### config.mk
export PLATFORM = sky130hd
export DESIGN_NAME = prog_counter
export DESIGN_NICKNAME = d
export VERILOG_FILES = /design/src/rtl/prog_counter.sv
export SDC_FILE = /design/constraint.sdc
export NUM_CORES = 1
export LEC_CHECK = 0
export BUFFER_PORTS_ARGS = -buffer_cell sky130_fd_sc_hd__clkbuf_2
export CAP_MARGIN = 40
export CORE_AREA = 2 2 55 57
export DETAILED_ROUTE_END_ITERATION = 10
export DIE_AREA = 0 0 57 59
export HOLD_SLACK_MARGIN = 0.06
export PLACE_DENSITY_LB_ADDON = 0.08
export SKIP_LAST_GASP = 1
export SLEW_MARGIN = 30
export SYNTH_ARGS = -nofsm -noshare
export SYNTH_HDL_FRONTEND = slang
export SYNTH_SLANG_ARGS = --single-unit
### constraint.sdc
create_clock -name clk -period 4.4 [get_ports clk]
set_input_delay 0.44 -clock clk [delete_from_list [all_inputs] [get_ports clk]]
set_output_delay 0.44 -clock clk [all_outputs]
set_load 0.03 [all_outputs]
### src/rtl/prog_counter.sv
// Up/down counter with a runtime limit, prescaled enable, sync clear/load,
// and wrap or saturate at the limits. tick/tc are registered step strobes.
module prog_counter #(
    parameter int N        = 8,
    parameter int PRESCALE = 1,
    parameter int WRAP     = 1
) (
    input  logic         clk,
    input  logic         reset_n,
    input  logic         enable,
    input  logic         clear,
    input  logic         load,
    input  logic [N-1:0] load_value,
    input  logic         dir,
    input  logic [N-1:0] max_count,
    output logic [N-1:0] count,
    output logic         tick,
    output logic         tc
);

    localparam int PW = (PRESCALE > 1) ? $clog2(PRESCALE) : 1;
    localparam logic [PW-1:0] P_LAST = PW'(PRESCALE - 1);

    logic [PW-1:0] pre;
    logic          step;
    logic          at_term;
    logic [N-1:0]  next_count;

    always_comb begin
        step       = enable && (pre == P_LAST);
        at_term    = 1'b0;
        next_count = count;
        if (dir) begin
            // a count above the limit is treated as terminal and clamped/wrapped
            at_term    = (count >= max_count);
            next_count = at_term ? ((WRAP != 0) ? '0 : max_count) : count + N'(1);
        end else begin
            at_term    = (count == '0);
            next_count = at_term ? ((WRAP != 0) ? max_count : '0) : count - N'(1);
        end
    end

    always_ff @(posedge clk or negedge reset_n) begin
        if (!reset_n) begin
            count <= '0;
            pre   <= '0;
            tick  <= 1'b0;
            tc    <= 1'b0;
        end else if (clear) begin
            count <= '0;
            pre   <= '0;
            tick  <= 1'b0;
            tc    <= 1'b0;
        end else if (load) begin
            count <= load_value;
            pre   <= '0;
            tick  <= 1'b0;
            tc    <= 1'b0;
        end else if (enable) begin
            if (step) begin
                count <= next_count;
                pre   <= '0;
                tick  <= 1'b1;
                tc    <= at_term;
            end else begin
                pre   <= pre + PW'(1);
                tick  <= 1'b0;
                tc    <= 1'b0;
            end
        end else begin
            tick <= 1'b0;
            tc   <= 1'b0;
        end
    end

endmodule
# After elaboration in Yosys (flattened, before gate mapping)
# Cells that the tools add are included.
# W data, S select, Z words.
totals:
  output_inout_bits: 10
  ff_bits: 11
  word_cells: 34
classes:
  n_lt_le_gt_ge: 1
  add_sub_neg: 3
  bitwise: 1
  n_reduce_logical: 5
  mux: 20
ops:
  columns: ["cell", "count"]
  rows:
  - ["$mux W8", 7]
  - ["$mux W1", 13]
  - ["$add A8 B1 Y8 const B", 1]
  - ["$ge A8 B8 Y1", 1]
  - ["$logic_not A8 Y1", 1]
  - ["$sub A8 B1 Y8 const B", 1]
  - ["$reduce_bool A3 Y1", 2]
  - ["$reduce_and A2 Y1", 1]
  - ["$add A1 B1 Y1 const B", 1]
  - ["$logic_and A1 B1 Y1", 1]
  - ["$not A1 Y1", 1]

# Longest topological paths before layout
# Gate-level depths: netlist of the first run.
logic_depth:
  word_depth: 7
  ltp_mapped: 7
  ltp_nobuf: 7

# Worst setup path after synthesis of the first run
# Ideal clock, no wire load.
synth_timing:
  path_type: "register to register"
  startpoint: "reg count[0]"
  endpoint: "reg count[1]"
  period_less_slack_ns: 2.272
  slack_ns: 2.128
  arrival_time_ns: 2.178
  required_time_ns: 4.306
  stages_incl_launch_ff: 8
  path_cell_list: "dfrtp_1 -> inv_1 -> ha_1 -> nand2b_1 -> a2111o_1 -> a21oi_4 -> a221oi_1 -> a211oi_1"
synth_between:
  elab_chain_len: 7
  word_cells_on_any_way: 11
  cone_classes: "2 x add/sub; 1 x order compare; 7 x mux; 1 x reduce/logical"
synth_rtl:
  columns: ["item", "line_no", "text"]
  rows:
  - ["from (decl)", "16", "output logic [N-1:0] count,"]
  - ["from (signal assigned)", "55", "count <= load_value;"]
  - ["from (signal assigned)", "61", "count <= next_count;"]
  - ["$sub A8 B1 Y8, or another cell as far along", "39", "next_count = at_term ? ((WRAP != 0) ? max_count : '0) : count - N'(1);"]
  - ["$mux W8 (on tied branches)", "39, 36", null]
  - ["$mux W8 (*)", "33", "if (dir) begin"]
  - ["$mux W8 (*)", "60", "if (step) begin"]
  - ["$mux W8 (*)", "59", "end else if (enable) begin"]
  - ["$mux W8 (*)", "54", "end else if (load) begin"]
  - ["$mux W8 (*)", "49", "end else if (clear) begin"]
# Every way passes the cells marked *; elsewhere a longest branch is shown, timed or not. The select of a mux whose other input is x is not followed.
# A chain may end at the register's enable or synchronous reset.

# Worst setup path after layout of the first run
layout_timing:
  startpoint: "reg count[0]"
  endpoint: "reg count[2]"
# Same word-level chain as after synthesis.

==> key figures, run 1 <==
Floorplanning
  – Die Area: 0.003363 mm^2
  – Die Height: 59 um
  – Core outline area: 0.002710 mm^2
  – Die W: 57 um
  – I/O pin count: 32
  – Initial core utilization: 44.23%
  – Row count: 19

Synth
  – Synth Cell Area: 0.001199 mm^2
  – Post-synth EDFFs: 0
  – Seq/Total Area, Yosys: 22.96%
  – Most used DFF post-synth: dfrtp_1
  – Cells after synthesis: 150
  – Synth warn: 0
  – Flop and latch count out of synthesis: 11
  – Ys async rst share: 100.0%
  – Post-synth cell types: 44
  – Syn nets: 183
  – Mapped Avg Cell Area: 7.991 um^2

Timing
  – Setup TNS: 0 ns
  – Final worst setup slack: 1.980 ns
  – Max frequency: 0.4133 GHz
  – Min cycle time layout: 2.420 ns
  – Endpoints failing setup: 0
  – Max Slew Vio Count: 0
  – Least-Margin Pin Slew: 0.5464 ns
  – Final hold vios: 0
  – Final Cycle Share: 54.99%
  – Relative slew slack: 63.50%
  – Worst Skew: 0.004756 ns
  – RSZ-0062 raised after global routing: false

Clock tree
  – Clock Latency Late Sink: 0.27 ns
  – TritonCTS clock tree: yes
  – Total CTS buffers: 3
  – Setup Buffers After CTS: 0
  – H-tree lvl count: 1
  – Clock sink count: 11
  – # resized after CTS: 0
  – Clock transition at path regs: 0.08 ns
  – CTS max path bufs: 2
  – Root Driver: clkbuf_4
  – Hold buffer count at CTS: 1

Worst setup path
  – Critical Path Slowest Stage Cell: nor3b_1
  – Crit Path Category: register to register
  – Crit path DAT: 2.58 ns
  – CP Launch Type: register
  – CP max FO: 8
  – Slowest Stage Delay on Critical Path: 0.48 ns
  – WP data required: 4.56 ns
  – Crit path cell chain: inv_1 > ha_1 > nor3b_1 > nand2_1 > mux2i_1 > a221o_1 > a22o_1
  – Critical path capture point type: register

Power
  – PD cells: 258.0 mW/mm^2
  – Leakage: 0.6846 nW
  – Max VDD drop: 147.0 uV

Routing
  – ANT nets after route: 0
  – Routed WL: 3320 um
  – Vias: 1,234
  – Drt wl/cell: 15.81 um
  – DRT iter0 DRCs: 48
  – Vias per cell: 5.876
  – DRC violations left: 0
  – First-pass detailed-route iteration total: 4

Place
  – Pre-CTS setup slack: 2.025 ns
  – Buffers on Ports: 31
  – Dpl hpwl: 2542 um
  – Routability cong.: 0.8832
  – Dpl cells: 205

GRT
  – GRT overflow: 0
  – Initial antenna violation count: 0
  – GRT Overall Usage: 20.77%
  – First-pass GRT wire length: 5485 um
  – Vias in the first global route: 1,193
  – Largest net degree at the start of global routing: 22

Finish
  – Layout Nets: 213
  – Leading cell types in the layout, fill and taps excluded: 31 x clkbuf_2, 17 x inv_1, 11 x a21oi_1, 11 x ha_1, 11 x dfrtp_1
  – P&R area growth vs syn: 16.81%
  – Commonest non-fill, non-tap cell in the layout: clkbuf_2
  – Antenna Diode Count: 0
  – Share of cells above drive strength 1: 22.35%
  – Layout Cells excl Fill: 210
  – Multi-input logic area: 820.8 um^2
  – Fillers: 272
  – Reg area: 275.3 um^2

Worst hold path
  – Hold crit path type: primary input to register

Run status
  – Outcome: finished, final reports clean

Run
  – Max cap viols: 0
## critical path: cells and delay by family (launching register included)
family / cells / cell delay (ns)
and+or+nand+nor: 2 / 0.78
buffers and inverters: 1 / 0.16
adders and majority gates: 1 / 0.21
AOI/OAI and AO/OA: 2 / 0.53
muxes: 1 / 0.18
DFF: 1 / 0.46
## layout make-up
| type | instances | area share (%) |
|---|---|---|
| flip-flops and latches | 11 | 19.66 |
| inverters | 17 | 4.558 |
| multi-input cells | 114 | 58.62 |
| well taps | 31 | 2.770 |
| clock buffers | 4 | 1.877 |
| repair buffers | 33 | 12.51 |
## metrics by stage
stage	power, mW	utilization [%]	hold WS, ns	instance area [um^2]
global placement	0.2886	49.95	0.3379	1354
finish	0.3612	51.66	0.3338	1400
CTS	0.3644	51.66	0.3251	1400
global route	0.3876	51.66	0.3384	1400
floorplan	0.2462	-	0.1444	1199
detailed placement	0.2914	50.32	0.3426	1364
## layer usage
layer,vias up,global-route usage [%],part of all wire [%]
met2,31,35.30,48
li1,612,-,-
met4,0,6.645,1.1
met3,4,2.620,4.5
met5,-,0,0
met1,587,27.58,46
## cells in the mapped netlist, types with 2 or more instances
cell	number	area, um^2
a21oi_1	11	55.05
a31oi_1	4	25.02
a211o_1	2	17.52
ha_1	11	137.6
a21o_1	2	15.01
nor2b_1	3	18.77
a22oi_1	2	15.01
nand2b_1	2	12.51
dfrtp_1	11	275.3
o211ai_1	4	30.03
o21ai_0	4	20.02
nand4_1	3	18.77
a221oi_1	2	17.52
nor2_1	10	37.54
buf_2	4	20.02
nor3b_1	5	37.54
a221o_1	2	20.02
nand3_1	5	25.02
clkbuf_1	3	11.26
a31o_1	2	17.52
nand2_1	9	33.78
nor3_1	3	15.01
mux2i_1	3	30.03
a211oi_1	3	22.52
xnor2_1	5	43.79
inv_1	17	63.81
## registers in the layout, summed over array words and instances (netlist names)
register / cells
pre: 1
tc: 1
count: 8
tick: 1
## path summary, 6_finish.rpt
check / start / end / slack, ns / depth (start not counted)
worst max-delay path: count[0] / count[2] / 1.98 / 7
worst min-delay path: enable / pre / 0.33 / 2
worst max register to register: count[0] / count[2] / 1.98 / 7
worst min register to register: pre / pre / 0.54 / 1
max in group asynchronous: reset_n / count[5] / 3.58 / 2
min in group asynchronous: reset_n / count[3] / 0.59 / 2
## cell families (layout without fill, tap and decap cells)
family / Yosys count / after routing / share of synthesized area, %
AND/OR/NAND/NOR: 48 / 48 / 22.03
AO/OA/AOI/OAI: 45 / 45 / 27.14
buffers and inverters: 25 / 54 / 8.560
adder cells (fa/ha/maj): 11 / 11 / 11.48
flip-flops: 11 / 11 / 22.96
XOR/XNOR: 6 / 6 / 4.384
multiplexers: 4 / 4 / 3.445
## where the power goes
part	leakage [nW]	switching (mW)	internal [mW]
Sequential	0.147	0.0218	0.108
Clock	0.0150	0.0348	0.0350
Combinational	0.523	0.0942	0.0671
No activity file was read; power rests on OpenSTA's default activity.
==> inputs of run 2 (changes only) <==
clock period = 2.4 ns   (was 4.4 ns; I/O delays follow)
==> run 2 against run 1 <==
  * Register-to-register slack got worse by 1.7 ns
  * Combinational power increased by 130%
  * Critical path depth stayed put
  * Largest power group unchanged
  * Clock power rose by 92%
  * Count of clock-buffer cells in the layout did not move
  * Global-route usage grew 2.4 points
  * Critical path type unchanged
  * Total power grew 97%
  * Hold slack lost 0.21 ns
  * Maximum frequency rose by 15%
  * Clock skew shrank 0.0030 ns
  * Worst setup slack worse by 1.7 ns
==> key figures, run 2 (synthesis results as in run 1) <==
Clock tree
  – H-tree lvl count: 1 (unchanged)
  – Clock Latency Late Sink: 0.27 ns (about the same)
  – Clock sink count: 11 (unchanged)
  – Setup Buffers After CTS: 0 (unchanged)
  – Root Driver: clkbuf_4 (unchanged)
  – CTS max path bufs: 2 (unchanged)
  – Clock transition at path regs: 0.08 ns (about the same)
  – Total CTS buffers: 3 (unchanged)
  – TritonCTS clock tree: yes (unchanged)

Worst setup path
  – Slowest Stage Delay on Critical Path: 0.46 ns (was 0.48 ns)
  – CP Launch Type: register (unchanged)
  – Crit path cell chain: inv_1 > ha_1 > nand2b_1 > a2111o_1 > a21oi_4 > a221oi_1 > a211oi_1 (was inv_1 > ha_1 > nor3b_1 > nand2_1 > mux2i_1 > a221o_1 > a22o_1)
  – Reg-to-reg setup timing slack: 0.29 ns (was 1.98 ns)
  – Reg-to-Reg End: count[1] (was count[2])
  – Crit path max-delay family: compound AO/OA/AOI/OAI gates (was simple AND/OR/NAND/NOR gates)
  – Crit path DAT: 2.29 ns (was 2.58 ns)
  – Crit Path Category: register to register (unchanged)
  – WP data required: 2.59 ns (was 4.56 ns)
  – R2r startpoint: count[0] (unchanged)
  – Critical path capture point type: register (unchanged)
  – CP max FO: 10 (was 8)
  – Crit path buffers/inverters: 1 (unchanged)
  – Critical Path Slowest Stage Cell: a2111o_1 (was nor3b_1)
  – Reg2Reg Depth: 7 (unchanged)

Run status
  – Outcome: finished, final reports clean (unchanged)

GRT
  – GR Util met3: 4.148% (was 2.620%)
  – Largest net degree at the start of global routing: 22 (unchanged)
  – First-pass GRT wire length: 6092 um (was 5485 um)
  – Vias in the first global route: 1,297 (was 1,193)
  – GRT Overall Usage: 23.20% (was 20.77%)
  – GRT overflow: 0 (unchanged)
  – Met1 usage: 32.56% (was 27.58%)
  – Busiest layer in global routing: met2 (unchanged)
  – Met2 usage: 35.63% (was 35.30%)
  – Initial antenna violation count: 0 (unchanged)

Routing
  – Routed WL: 3622 um (was 3320 um)
  – Vias per cell: 5.878 (was 5.876)
  – Vias: 1,299 (was 1,234)
  – Drt wl/cell: 16.39 um (was 15.81 um)
  – DRT iter0 DRCs: 56 (was 48)
  – ANT nets after route: 0 (unchanged)
  – First-pass detailed-route iteration total: 4 (unchanged)
  – DRC violations left: 0 (unchanged)

Power
  – Max VDD drop: 368.1 uV (was 147.0 uV)
  – Leakage: 0.7414 nW (was 0.6846 nW)
  – PD cells: 481.8 mW/mm^2 (was 258.0 mW/mm^2)

Finish
  – Fillers: 280 (was 272)
  – Biggest register: count (unchanged)
  – Post-layout util: 54.62% (was 51.66%)
  – Antenna Diode Count: 0 (unchanged)
  – Layout Nets: 224 (was 213)
  – Share of cells above drive strength 1: 26.84% (was 22.35%)
  – Multi-input logic area: 820.8 um^2 (unchanged)
  – Leading cell types in the layout, fill and taps excluded: 31 x clkbuf_2, 17 x inv_1, 12 x buf_4 (was 31 x clkbuf_2, 17 x inv_1, 11 x a21oi_1, 11 x ha_1, 11 x dfrtp_1)
  – Reg area: 275.3 um^2 (unchanged)
  – Max FFs per register: 8 (unchanged)
  – P&R area growth vs syn: 23.49% (was 16.81%)
  – Commonest non-fill, non-tap cell in the layout: clkbuf_2 (unchanged)

Timing
  – RSZ-0062 raised after global routing: false (unchanged)
  – Endpoints failing setup: 0 (unchanged)
  – Worst Skew: 0.001743 ns (was 0.004756 ns)
  – Max Slew Vio Count: 0 (unchanged)
  – Setup TNS: 0 ns (unchanged)
  – Final Cycle Share: 87.75% (was 54.99%)
  – Relative slew slack: 61.73% (was 63.50%)
  – Min cycle time layout: 2.106 ns (was 2.420 ns)
  – Max frequency: 0.4748 GHz (was 0.4133 GHz)
  – Least-Margin Pin Slew: 0.5729 ns (was 0.5464 ns)
  – Final hold vios: 0 (unchanged)

Worst hold path
  – Min-delay src: enable (unchanged)
  – Hold crit path type: primary input to register (unchanged)
  – Worst hold endpoint: pre (unchanged)
  – Hold Path Stages: 2 (unchanged)

Run
  – Max cap viols: 0 (unchanged)

Floorplanning
  – Die Height: 59 um (unchanged)
  – I/O pin count: 32 (unchanged)
  – Die W: 57 um (unchanged)
  – Die Area: 0.003363 mm^2 (unchanged)
  – Initial core utilization: 44.23% (unchanged)
  – Core outline area: 0.002710 mm^2 (unchanged)
  – Row count: 19 (unchanged)

Place
  – Buffers on Ports: 31 (unchanged)
  – Routability cong.: 0.8589 (was 0.8832)
  – Dpl hpwl: 2841 um (was 2542 um)
run 2: cell type report:
class	count	area share [%]
Multi-Input combinational cell	114	55.45
Timing Repair Buffer	44	17.24
Inverter	17	4.311
Clock buffer	4	1.775
Sequential cell	11	18.60
Tap cell	31	2.620
run 2: worst max path at each step:
stage | depth (start not counted) | end | slack, ns | from
floorplan | 7 | count[1] | 0.13 | count[0]
global placement | 7 | count[1] | 0.37 | count[0]
detailed placement | 7 | count[1] | 0.31 | count[0]
CTS | 7 | count[1] | 0.30 | count[0]
global route | 7 | count[1] | 0.20 | count[0]
finish | 7 | count[1] | 0.29 | count[0]
run 2: per-layer routing:
metal	vias to the layer above	share of wire [%]
li1	630	-
met1	584	41
met2	79	47
met3	6	11
met4	0	1.6
met5	-	0
run 2: power breakdown:
| part | internal [mW] | switching (mW) | leakage (nW) |
|---|---|---|---|
| Clock | 0.0645 | 0.0694 | 0.0150 |
| Sequential | 0.199 | 0.0108 | 0.147 |
| Combinational | 0.151 | 0.218 | 0.580 |
run 2: timing repair:
| item | in CTS | in global routing |
|---|---|---|
| resized for setup | 0 | 0 |
| hold buffers | 1 | 0 |
| hold endpoints to repair | 11 | 0 |
run 2: stage by stage:
stage                     worst slack (ns)  power, mW  hold slack, ns  cells  area, um^2
final                               0.2940     0.7132          0.1196    221        1480
after global routing                0.2021     0.7627          0.1249    221        1480
after CTS                           0.2972     0.7148          0.1135    221        1480
after detailed placement            0.3110     0.5785          0.1476    216        1444
after global placement              0.3694     0.5719          0.1399    216        1444
after floorplan                     0.1276     0.4513        -0.05559    150        1199
